===== config.mk =====
export PLATFORM = sky130hd
export DESIGN_NAME = axis_tkeep_frame_tx
export DESIGN_NICKNAME = d
export VERILOG_FILES = /design/src/rtl/axis_tkeep_frame_tx.sv
export SDC_FILE = /design/constraint.sdc
export NUM_CORES = 1
export LEC_CHECK = 0
export CORE_AREA = 2 2 128 130
export DETAILED_ROUTE_END_ITERATION = 16
export DIE_AREA = 0 0 130 132
export GPL_ROUTABILITY_DRIVEN = 0
export GPL_TIMING_DRIVEN = 0
export PLACE_DENSITY_LB_ADDON = 0.08
export SYNTH_ARGS = -nofsm -noshare
export SYNTH_HDL_FRONTEND = slang
export SYNTH_SLANG_ARGS = --single-unit

===== constraint.sdc =====
create_clock -name clk -period 4.3 [get_ports clk]
set_input_delay 0.645 -clock clk [delete_from_list [all_inputs] [get_ports clk]]
set_output_delay 0.645 -clock clk [all_outputs]
set_load 0.1 [all_outputs]

===== src/rtl/axis_tkeep_frame_tx.sv =====
// AXI-Stream frame transmitter.
// Accepts a (length, seed) command in IDLE and emits the frame as full-width
// beats whose byte i carries (seed + i) mod 256. The final beat carries tlast
// and a tkeep trimmed to the residual byte count; unkept lanes drive 0x00.
// All stream outputs come straight from flops so they hold during stalls.
module axis_tkeep_frame_tx #(
  parameter int DW = 64,
  parameter int KW = DW / 8,
  parameter int LW = 16
) (
  input  logic          clk,
  input  logic          rst,
  input  logic          cmd_valid,
  output logic          cmd_ready,
  input  logic [LW-1:0] cmd_len,
  input  logic [7:0]    cmd_seed,
  output logic          m_tvalid,
  output logic [DW-1:0] m_tdata,
  output logic [KW-1:0] m_tkeep,
  output logic          m_tlast,
  input  logic          m_tready,
  output logic          busy,
  output logic          frame_done,
  output logic          err_len,
  output logic [15:0]   frame_cnt
);

  typedef enum logic [0:0] {
    ST_IDLE = 1'b0,
    ST_SEND = 1'b1
  } state_t;

  // Number of bytes that live on a beat: KW for every beat except a final beat
  // with a non-zero residual, which carries only rem bytes.
  function automatic logic [LW-1:0] lane_count(input logic          is_last,
                                               input logic [LW-1:0] rem);
    logic [LW-1:0] n;
    if (is_last && (rem != {LW{1'b0}})) begin
      n = rem;
    end else begin
      n = LW'(KW);
    end
    return n;
  endfunction

  // Beat payload: lane k holds start + k for the first n lanes, zero above.
  function automatic logic [DW-1:0] beat_data(input logic [7:0]    start,
                                              input logic [LW-1:0] n);
    logic [DW-1:0] d;
    d = {DW{1'b0}};
    for (int k = 0; k < KW; k++) begin
      if (LW'(k) < n) begin
        d[8*k +: 8] = start + 8'(k);
      end else begin
        d[8*k +: 8] = 8'h00;
      end
    end
    return d;
  endfunction

  // Byte-keep for a beat carrying n bytes starting at lane 0.
  function automatic logic [KW-1:0] beat_keep(input logic [LW-1:0] n);
    logic [KW-1:0] kp;
    kp = {KW{1'b0}};
    for (int k = 0; k < KW; k++) begin
      kp[k] = (LW'(k) < n);
    end
    return kp;
  endfunction

  state_t        state_q,      state_d;
  logic [LW-1:0] beats_left_q, beats_left_d;  // beats still to transfer, incl. the one on the bus
  logic [LW-1:0] rem_q,        rem_d;         // residual bytes of the final beat (0 = full)
  logic [7:0]    next_byte_q,  next_byte_d;   // value of the first byte of the next beat
  logic [DW-1:0] m_tdata_q,    m_tdata_d;
  logic [KW-1:0] m_tkeep_q,    m_tkeep_d;
  logic          m_tlast_q,    m_tlast_d;
  logic          frame_done_q, frame_done_d;
  logic          err_len_q,    err_len_d;
  logic [15:0]   frame_cnt_q,  frame_cnt_d;

  // Temporaries for the beat being built this cycle.
  logic [LW:0]   beats_sum_s;
  logic [LW-1:0] beats_s;
  logic [LW-1:0] n_s;
  logic          last_s;

  // Next-state, beat construction and status pulses.
  always_comb begin
    state_d      = state_q;
    beats_left_d = beats_left_q;
    rem_d        = rem_q;
    next_byte_d  = next_byte_q;
    m_tdata_d    = m_tdata_q;
    m_tkeep_d    = m_tkeep_q;
    m_tlast_d    = m_tlast_q;
    frame_done_d = 1'b0;
    err_len_d    = 1'b0;
    frame_cnt_d  = frame_cnt_q;
    beats_sum_s  = {1'b0, cmd_len} + (LW+1)'(KW - 1);
    beats_s      = LW'(beats_sum_s / (LW+1)'(KW));
    n_s          = {LW{1'b0}};
    last_s       = 1'b0;

    case (state_q)
      ST_IDLE: begin
        if (cmd_valid) begin
          if (cmd_len == {LW{1'b0}}) begin
            // Zero-length frames are rejected without leaving IDLE.
            err_len_d = 1'b1;
          end else begin
            // Latch the command and present beat 0 on the next cycle.
            rem_d        = cmd_len % LW'(KW);
            last_s       = (beats_s == LW'(1));
            n_s          = lane_count(last_s, rem_d);
            m_tdata_d    = beat_data(cmd_seed, n_s);
            m_tkeep_d    = beat_keep(n_s);
            m_tlast_d    = last_s;
            beats_left_d = beats_s;
            next_byte_d  = cmd_seed + 8'(n_s);
            state_d      = ST_SEND;
          end
        end else begin
          state_d = ST_IDLE;
        end
      end

      ST_SEND: begin
        if (m_tready) begin
          if (m_tlast_q) begin
            // Final beat accepted: close the frame and blank the bus.
            state_d      = ST_IDLE;
            beats_left_d = {LW{1'b0}};
            m_tdata_d    = {DW{1'b0}};
            m_tkeep_d    = {KW{1'b0}};
            m_tlast_d    = 1'b0;
            frame_done_d = 1'b1;
            frame_cnt_d  = frame_cnt_q + 16'd1;
          end else begin
            // Non-final beat accepted: build the following beat immediately.
            last_s       = (beats_left_q == LW'(2));
            n_s          = lane_count(last_s, rem_q);
            m_tdata_d    = beat_data(next_byte_q, n_s);
            m_tkeep_d    = beat_keep(n_s);
            m_tlast_d    = last_s;
            beats_left_d = beats_left_q - LW'(1);
            next_byte_d  = next_byte_q + 8'(n_s);
          end
        end else begin
          // Stalled: every stream output holds.
          state_d = ST_SEND;
        end
      end

      default: begin
        state_d = ST_IDLE;
      end
    endcase
  end

  // State and output registers; reset abandons any frame in flight.
  always_ff @(posedge clk or negedge rst) begin
    if (!rst) begin
      state_q      <= ST_IDLE;
      beats_left_q <= {LW{1'b0}};
      rem_q        <= {LW{1'b0}};
      next_byte_q  <= 8'h00;
      m_tdata_q    <= {DW{1'b0}};
      m_tkeep_q    <= {KW{1'b0}};
      m_tlast_q    <= 1'b0;
      frame_done_q <= 1'b0;
      err_len_q    <= 1'b0;
      frame_cnt_q  <= 16'h0000;
    end else begin
      state_q      <= state_d;
      beats_left_q <= beats_left_d;
      rem_q        <= rem_d;
      next_byte_q  <= next_byte_d;
      m_tdata_q    <= m_tdata_d;
      m_tkeep_q    <= m_tkeep_d;
      m_tlast_q    <= m_tlast_d;
      frame_done_q <= frame_done_d;
      err_len_q    <= err_len_d;
      frame_cnt_q  <= frame_cnt_d;
    end
  end

  assign cmd_ready  = (state_q == ST_IDLE);
  assign m_tvalid   = (state_q == ST_SEND);
  assign busy       = (state_q == ST_SEND);
  assign m_tdata    = m_tdata_q;
  assign m_tkeep    = m_tkeep_q;
  assign m_tlast    = m_tlast_q;
  assign frame_done = frame_done_q;
  assign err_len    = err_len_q;
  assign frame_cnt  = frame_cnt_q;

endmodule


==> flow_results.xml, run 1 <==
<?xml version="1.0" encoding="UTF-8"?>
<metrics>
  <group name="final_layout">
    <metric name="finish.instance_area" unit="mm^2">0.00969</metric>
    <metric name="filler_cell_count" unit="">1396</metric>
    <metric name="nNetsFinal" unit="">1032</metric>
    <metric name="stdcell_count" unit="">1202</metric>
    <metric name="synthToLayoutAreaGrowth" unit="%">27.9</metric>
    <metric name="multi_input_comb_area" unit="mm^2">0.00432</metric>
    <metric name="antenna_cells" unit="">0</metric>
    <metric name="post_route_cells_drive_above_1_share" unit="%">6.69</metric>
    <metric name="register_area" unit="mm^2">0.00298</metric>
  </group>
  <group name="clock_tree">
    <metric name="clkTransAtPathRegs" unit="ps">60</metric>
    <metric name="ctsHtreeMaxLevel" unit="">4</metric>
    <metric name="numCtsBuffers" unit="">17</metric>
    <metric name="clock_path_buffers" unit="">2</metric>
    <metric name="numClockSinks" unit="">119</metric>
    <metric name="clock_latency" unit="ps">430</metric>
    <metric name="tritoncts" unit="">built</metric>
    <metric name="cts_root_buffer" unit="">sky130_fd_sc_hd__clkbuf_16</metric>
    <metric name="hold_buffers" unit="">0</metric>
  </group>
  <group name="setup_path">
    <metric name="critPathMostFrequentCell" unit="">sky130_fd_sc_hd__xor2_1</metric>
    <metric name="setup.worst_path.end_class" unit="">flip-flop</metric>
    <metric name="worst-setup-path-type" unit="">input port to flip-flop</metric>
    <metric name="crit_chain" unit="">clkdlybuf4s50_1, xor2_1, o311ai_0, a21boi_0, or4_4, buf_6, nor2_2, and2_1, ha_1, inv_1, fa_1, nor2b_1, o21ai_0, a21oi_1, xor2_1, nor2_1, a221oi_1</metric>
    <metric name="worst-path-max-fanout" unit="">10</metric>
    <metric name="crit_path_max_incr_delay" unit="ps">550</metric>
    <metric name="slowest_stage" unit="">sky130_fd_sc_hd__clkdlybuf4s50_1</metric>
    <metric name="startpoint_type" unit="">input port</metric>
    <metric name="cp_data_arrival_time" unit="ps">4350</metric>
    <metric name="cp_data_required_time" unit="ps">4620</metric>
    <metric name="reg2reg_slack" unit="ps">310</metric>
  </group>
  <group name="sta">
    <metric name="final_report_max_slew_violation_count" unit="">0</metric>
    <metric name="timing_hold_violations_final" unit="">0</metric>
    <metric name="max_slew.worst_pin.slew" unit="ps">1110</metric>
    <metric name="fin_worst_skew" unit="ps">12.2</metric>
    <metric name="achievable-frequency" unit="MHz">248</metric>
    <metric name="final_min_period_over_clock_period" unit="%">93.8</metric>
    <metric name="slew_headroom" unit="%">24.8</metric>
    <metric name="finalSetupViolations" unit="">0</metric>
    <metric name="grt_setup_unrepaired" unit="">no</metric>
    <metric name="final.min_clock_period" unit="ps">4030</metric>
  </group>
  <group name="synth">
    <metric name="synth_ff_type" unit="">sky130_fd_sc_hd__dfrtp_1</metric>
    <metric name="synth-seq-cells" unit="">119</metric>
    <metric name="combined_area_of_all_synthesized_cells" unit="mm^2">0.00757</metric>
    <metric name="yosys_warnings" unit="">0</metric>
    <metric name="yosys.cell_types.count" unit="">64</metric>
    <metric name="netlist_instances" unit="">838</metric>
    <metric name="async_flop_share" unit="%">100</metric>
    <metric name="syn_area_per_cell" unit="um^2">9.04</metric>
    <metric name="portion_of_the_post_synthesis_area_used_by_sequential_elements" unit="%">39.3</metric>
    <metric name="synth_edf_count" unit="">0</metric>
    <metric name="number_of_nets_produced_by_synthesis" unit="">897</metric>
  </group>
  <group name="floorplanning">
    <metric name="die_h" unit="um">132</metric>
    <metric name="design.die.area" unit="mm^2">0.0172</metric>
    <metric name="top_level_ports" unit="">122</metric>
    <metric name="row_cnt" unit="">46</metric>
    <metric name="design.core.area" unit="mm^2">0.0157</metric>
    <metric name="initial_core_util" unit="%">48.2</metric>
    <metric name="dieWidth" unit="um">130</metric>
  </group>
  <group name="global_routing">
    <metric name="overflow" unit="">0</metric>
    <metric name="antenna_found_initial" unit="">0</metric>
    <metric name="grt_start_max_net_pins" unit="">81</metric>
    <metric name="global_routing_usage_summed_across_all_routing_layers" unit="%">30.3</metric>
    <metric name="first_global_vias" unit="">7087</metric>
    <metric name="grt_first_pass_wirelength" unit="um">39700</metric>
  </group>
  <group name="placement">
    <metric name="detailed_place_hpwl" unit="um">17800</metric>
    <metric name="placed_cells_incl_taps" unit="">1169</metric>
    <metric name="port_buffer_cells" unit="">114</metric>
    <metric name="placed_area" unit="mm^2">0.00901</metric>
  </group>
  <group name="drt">
    <metric name="route.final.wire_length" unit="um">25800</metric>
    <metric name="drt-vias-per-instance" unit="">6.04</metric>
    <metric name="final_antenna_net_count" unit="">0</metric>
    <metric name="mean_routed_wirelength_per_cell" unit="um">21.5</metric>
    <metric name="drt_first_iter_violations" unit="">657</metric>
    <metric name="drt_pre_antenna_iters" unit="">5</metric>
    <metric name="routed-via-count" unit="">7265</metric>
    <metric name="post_route_drc" unit="">0</metric>
  </group>
  <group name="job">
    <metric name="maxCapViolCount" unit="">0</metric>
  </group>
  <group name="min_path">
    <metric name="hp-class" unit="">input port to async pin</metric>
  </group>
  <group name="run_status">
    <metric name="run_status" unit="">finished, final reports clean</metric>
  </group>
</metrics>
==> sequential cells by signal, summed over array words and instances (netlist names), 3 cells and up <==
| register | count |
|---|---|
| frame_cnt | 16 |
| beats_left_q | 16 |
| m_tdata | 64 |
| next_byte_q | 8 |
| rem_q | 3 |
| m_tkeep | 8 |
==> cell usage in the layout (no fill, tap or decap), types with 5 or more instances in the layout <==
cell,count
sky130_fd_sc_hd__a22oi_1,35
sky130_fd_sc_hd__nor4_1,5
sky130_fd_sc_hd__nand2_1,75
sky130_fd_sc_hd__o21ai_0,58
sky130_fd_sc_hd__o31ai_1,14
sky130_fd_sc_hd__dfrtp_1,119
sky130_fd_sc_hd__o221ai_1,9
sky130_fd_sc_hd__xnor2_1,59
sky130_fd_sc_hd__nor3_1,10
sky130_fd_sc_hd__dlymetal6s2s_1,8
sky130_fd_sc_hd__nor2b_1,10
sky130_fd_sc_hd__clkdlybuf4s50_1,104
sky130_fd_sc_hd__and3_1,9
sky130_fd_sc_hd__ha_1,29
sky130_fd_sc_hd__buf_2,8
sky130_fd_sc_hd__clkbuf_1,42
sky130_fd_sc_hd__and2_1,8
sky130_fd_sc_hd__a21oi_1,35
sky130_fd_sc_hd__a22o_1,7
sky130_fd_sc_hd__or3_1,5
sky130_fd_sc_hd__inv_1,22
sky130_fd_sc_hd__nand3_1,22
sky130_fd_sc_hd__nor2_1,91
sky130_fd_sc_hd__xor2_1,50
sky130_fd_sc_hd__a221o_1,16
sky130_fd_sc_hd__nand4_1,13
sky130_fd_sc_hd__a221oi_1,8
sky130_fd_sc_hd__a2bb2oi_1,7
sky130_fd_sc_hd__clkbuf_16,17
==> cell usage after synthesis, types with 3 or more instances <==
master / n / area, um^2
sky130_fd_sc_hd__a22oi_1: 35 / 263
sky130_fd_sc_hd__o21ai_1: 3 / 15.0
sky130_fd_sc_hd__nand4_1: 13 / 81.3
sky130_fd_sc_hd__o221ai_1: 9 / 78.8
sky130_fd_sc_hd__nor4b_1: 4 / 35.0
sky130_fd_sc_hd__nor2b_1: 10 / 62.6
sky130_fd_sc_hd__buf_2: 8 / 40.0
sky130_fd_sc_hd__a221o_1: 16 / 160
sky130_fd_sc_hd__nor2_1: 92 / 345
sky130_fd_sc_hd__a21boi_0: 3 / 22.5
sky130_fd_sc_hd__a22o_1: 7 / 61.3
sky130_fd_sc_hd__and3_1: 10 / 62.6
sky130_fd_sc_hd__inv_1: 22 / 82.6
sky130_fd_sc_hd__o21a_1: 4 / 30.0
sky130_fd_sc_hd__a221oi_1: 8 / 70.1
sky130_fd_sc_hd__o22ai_1: 3 / 18.8
sky130_fd_sc_hd__o31ai_1: 14 / 105
sky130_fd_sc_hd__mux2i_1: 4 / 40.0
sky130_fd_sc_hd__clkbuf_1: 42 / 158
sky130_fd_sc_hd__nor4_1: 5 / 31.3
sky130_fd_sc_hd__and2_1: 8 / 50.1
sky130_fd_sc_hd__a2bb2oi_1: 7 / 61.3
sky130_fd_sc_hd__a31oi_1: 3 / 18.8
sky130_fd_sc_hd__a21o_1: 3 / 22.5
sky130_fd_sc_hd__a21oi_1: 35 / 175
sky130_fd_sc_hd__or3_1: 5 / 31.3
sky130_fd_sc_hd__xor2_1: 50 / 438
sky130_fd_sc_hd__xnor2_1: 59 / 517
sky130_fd_sc_hd__nor3_1: 10 / 50.1
sky130_fd_sc_hd__nand2_1: 75 / 282
sky130_fd_sc_hd__nor3_2: 3 / 30.0
sky130_fd_sc_hd__dfrtp_1: 119 / 2980
sky130_fd_sc_hd__ha_1: 29 / 363
sky130_fd_sc_hd__nand3_1: 23 / 115
sky130_fd_sc_hd__o21ai_0: 58 / 290
==> metal layers <==
layer | up-vias | share of wire [%] | GRT usage [%]
met4 | 0 | 3.8 | 11.7
met5 | - | 0 | 0
met2 | 377 | 45 | 46.2
li1 | 3275 | - | -
met1 | 3536 | 43 | 42.1
met3 | 77 | 7.4 | 6.53
==> path summary, 6_finish.rpt <==
check                                   to  cells after the start            start
setup / recovery            next_byte_q[6]                     17      cmd_len[14]
setup reg to reg            next_byte_q[4]                     13  beats_left_q[0]
hold / removal             beats_left_q[4]                      1              rst
hold reg to reg              frame_cnt[15]                      1    frame_cnt[15]
max in group asynchronous          err_len                      2              rst
min in group clk             frame_cnt[15]                      1    frame_cnt[15]
==> through the flow <==
stage / setup TNS (ps) / util (%) / hold WS (ps) / setup WS, ps
2_1_floorplan: 0 / - / 349 / 458
3_3_place_gp: -276260 / 57.2 / 461 / -2310
4_1_cts: 0 / 61.3 / 128 / 12.3
3_5_place_dp: -3440 / 57.4 / 469 / -765
5_1_grt: 0 / 61.6 / 136 / 7.74
6_report: 0 / 61.6 / 113 / 265
==> layout make-up <==
type                       count  area share [%]
multi-input combinational    641            44.6
tap                          216            2.79
timing repair buffer         116            12.3
clock inverter                13            1.50
buffer                        55            2.43
inverter                      23           0.891
clock buffer                  19            4.68
sequential                   119            30.7
==> worst max-delay path: cells and delay by family <==
family	cells	cell delay (ps)
AOI/OAI and AO/OA	5	1030
and+or+nand+nor	5	950
buffers and inverters	3	770
adders and majority gates	2	560
xor gates and xnor gates	2	400
==> logic make-up (layout without fill, tap and decap cells) <==
group | count (synthesis) | after routing | share of synthesized area (%)
XOR/XNOR | 109 | 109 | 12.6
AO/OA/AOI/OAI | 223 | 223 | 20.2
multiplexers | 6 | 6 | 0.826
buffers and inverters | 78 | 226 | 4.25
adder cells (fa/ha/maj) | 31 | 31 | 5.32
flip-flops | 119 | 119 | 39.3
AND/OR/NAND/NOR | 272 | 272 | 17.5
==> timing repair <==
item | in CTS | in global routing
resized for setup | 6 | 13
setup buffers | 0 | 1
endpoints found under the setup margin | 4 | 4
pin swaps | 1 | 2
Power of run 1 is left out: the tool's default activity adds up to more than one toggle a clock period on the data nets, which glitch-free logic cannot reach.
==> inputs of run 2 (changes only) <==
--- a/config.mk
+++ b/config.mk
@@ -11,6 +11,7 @@
 export GPL_ROUTABILITY_DRIVEN = 0
 export GPL_TIMING_DRIVEN = 0
 export PLACE_DENSITY_LB_ADDON = 0.08
+export SETUP_SLACK_MARGIN = 0.02
 export SYNTH_ARGS = -nofsm -noshare
 export SYNTH_HDL_FRONTEND = slang
 export SYNTH_SLANG_ARGS = --single-unit
==> flow_results.xml, run 2 (synthesis results as in run 1) <==
<?xml version="1.0" encoding="UTF-8"?>
<metrics>
  <group name="sta">
    <metric name="final_report_max_slew_violation_count" unit="">0</metric>
    <metric name="hold-worst-slack" unit="ps">116</metric>
    <metric name="final.min_clock_period" unit="ps">3980</metric>
    <metric name="fin_worst_skew" unit="ps">9.49</metric>
    <metric name="final_min_period_over_clock_period" unit="%">92.6</metric>
    <metric name="slew_headroom" unit="%">25.1</metric>
    <metric name="timing_hold_violations_final" unit="">0</metric>
    <metric name="max_slew.worst_pin.slew" unit="ps">1110</metric>
    <metric name="finalSetupViolations" unit="">0</metric>
    <metric name="grt_setup_unrepaired" unit="">no</metric>
    <metric name="achievable-frequency" unit="MHz">251</metric>
  </group>
  <group name="clock_tree">
    <metric name="clock_path_buffers" unit="">2</metric>
    <metric name="clock_latency" unit="ps">430</metric>
    <metric name="cts_root_buffer" unit="">sky130_fd_sc_hd__clkbuf_16</metric>
    <metric name="numCtsBuffers" unit="">17</metric>
    <metric name="clkTransAtPathRegs" unit="ps">60</metric>
    <metric name="ctsHtreeMaxLevel" unit="">4</metric>
    <metric name="tritoncts" unit="">built</metric>
    <metric name="hold_buffers" unit="">0</metric>
    <metric name="numClockSinks" unit="">119</metric>
  </group>
  <group name="setup_path">
    <metric name="crit_chain" unit="">inv_1, ha_1, nor4b_1, and2_1, clkbuf_1, nand2_1, fa_1, nor2b_1, o21ai_0, a21oi_1, mux2_2, a222oi_1, inv_1</metric>
    <metric name="worst-path-max-fanout" unit="">7</metric>
    <metric name="startpoint_type" unit="">flip-flop</metric>
    <metric name="crit_path_max_incr_delay" unit="ps">880</metric>
    <metric name="cp_top_delay_family" unit="">simple AND/OR/NAND/NOR gates</metric>
    <metric name="cp_data_arrival_time" unit="ps">4290</metric>
    <metric name="critical_path_buf_inv_count" unit="">3</metric>
    <metric name="cp_data_required_time" unit="ps">4600</metric>
    <metric name="worst-setup-path-type" unit="">flip-flop to flip-flop</metric>
    <metric name="critPathMostFrequentCell" unit="">sky130_fd_sc_hd__inv_1</metric>
    <metric name="setup.worst_path.end_class" unit="">flip-flop</metric>
    <metric name="slowest_stage" unit="">sky130_fd_sc_hd__nor4b_1</metric>
  </group>
  <group name="final_layout">
    <metric name="post_route_cells_drive_above_1_share" unit="%">6.88</metric>
    <metric name="synthToLayoutAreaGrowth" unit="%">28.3</metric>
    <metric name="filler_cell_count" unit="">1397</metric>
    <metric name="largest_register_ff_count" unit="">64</metric>
    <metric name="antenna_cells" unit="">0</metric>
    <metric name="most_frequent_standard_cell_in_the_layout_excluding_fill_and_tap_cells" unit="">sky130_fd_sc_hd__dfrtp_1</metric>
    <metric name="final_core_utilization" unit="%">61.8</metric>
    <metric name="register_area" unit="mm^2">0.00298</metric>
    <metric name="nNetsFinal" unit="">1034</metric>
    <metric name="multi_input_comb_area" unit="mm^2">0.00433</metric>
    <metric name="layout.cells.most_common_list" unit="">119 x sky130_fd_sc_hd__dfrtp_1, 103 x sky130_fd_sc_hd__clkdlybuf4s50_1, 91 x sky130_fd_sc_hd__nor2_1</metric>
  </group>
  <group name="floorplanning">
    <metric name="row_cnt" unit="">46</metric>
    <metric name="dieWidth" unit="um">130</metric>
    <metric name="top_level_ports" unit="">122</metric>
    <metric name="design.core.area" unit="mm^2">0.0157</metric>
    <metric name="design.die.area" unit="mm^2">0.0172</metric>
    <metric name="die_h" unit="um">132</metric>
    <metric name="initial_core_util" unit="%">48.2</metric>
  </group>
  <group name="drt">
    <metric name="final_antenna_net_count" unit="">0</metric>
    <metric name="drt_first_iter_violations" unit="">642</metric>
    <metric name="post_route_drc" unit="">0</metric>
    <metric name="mean_routed_wirelength_per_cell" unit="um">21.4</metric>
    <metric name="routed-via-count" unit="">7250</metric>
    <metric name="drt_pre_antenna_iters" unit="">5</metric>
    <metric name="drt-vias-per-instance" unit="">6.02</metric>
    <metric name="route.final.wire_length" unit="um">25700</metric>
  </group>
  <group name="global_routing">
    <metric name="antenna_found_initial" unit="">0</metric>
    <metric name="global_routing_usage_summed_across_all_routing_layers" unit="%">30.3</metric>
    <metric name="grt_first_pass_wirelength" unit="um">39800</metric>
    <metric name="grt_start_max_net_pins" unit="">81</metric>
    <metric name="first_global_vias" unit="">7101</metric>
    <metric name="overflow" unit="">0</metric>
  </group>
  <group name="min_path">
    <metric name="hp-class" unit="">input port to async pin</metric>
  </group>
  <group name="run_status">
    <metric name="run_status" unit="">finished, final reports clean</metric>
  </group>
  <group name="placement">
    <metric name="port_buffer_cells" unit="">114</metric>
    <metric name="detailed_place_hpwl" unit="um">17800</metric>
  </group>
  <group name="job">
    <metric name="maxCapViolCount" unit="">0</metric>
  </group>
</metrics>
## run 2: final timing paths
| kind | cells past startpoint | to | startpoint | slack (ps) |
|---|---|---|---|---|
| setup / recovery | 13 | next_byte_q[4] | beats_left_q[0] | 320 |
| hold / removal | 1 | beats_left_q[4] | rst | 120 |
| setup reg to reg | 13 | next_byte_q[4] | beats_left_q[0] | 320 |
| hold reg to reg | 1 | frame_cnt[15] | frame_cnt[15] | 470 |
| max in group asynchronous | 2 | err_len | rst | 3420 |
| min in group clk | 1 | frame_cnt[15] | frame_cnt[15] | 470 |
## run 2: final cells by class
class                           count  area share, %
Clock inverter                     13           1.49
Inverter                           23          0.889
Timing Repair Buffer              118           12.5
Sequential cell                   119           30.7
Buffer                             55           2.42
Multi-Input combinational cell    641           44.6
Tap cell                          216           2.78
Clock buffer                       19           4.66
## run 2: metal layers
layer  vias up  global-route usage (%)  wire length, um
met3        71                    6.66             2030
met1      3496                    42.0            11100
met4         0                    11.6              976
li1       3278                       -                -
met2       405                    46.4            11600
met5         -                       0                0
## run 2: what timing repair did
action	in CTS	in global routing
cloned	0	0
gates resized for setup	8	13
setup endpoints to repair	5	4
buffers inserted	0	3
pin swaps	1	4
## run 2: per-stage QoR
step / std cells / setup WS, ps / TNS, ps / instance area (um^2)
after floorplan: 838 / 458 / 0 / 7570
after global placement: 1168 / -2310 / -276260 / 8980
after detailed placement: 1169 / -765 / -3440 / 9010
after CTS: 1201 / 70.2 / 0 / 9650
after global routing: 1204 / 49.9 / 0 / 9710
final: 1204 / 317 / 0 / 9710
Power of run 2 is left out for the same reason.
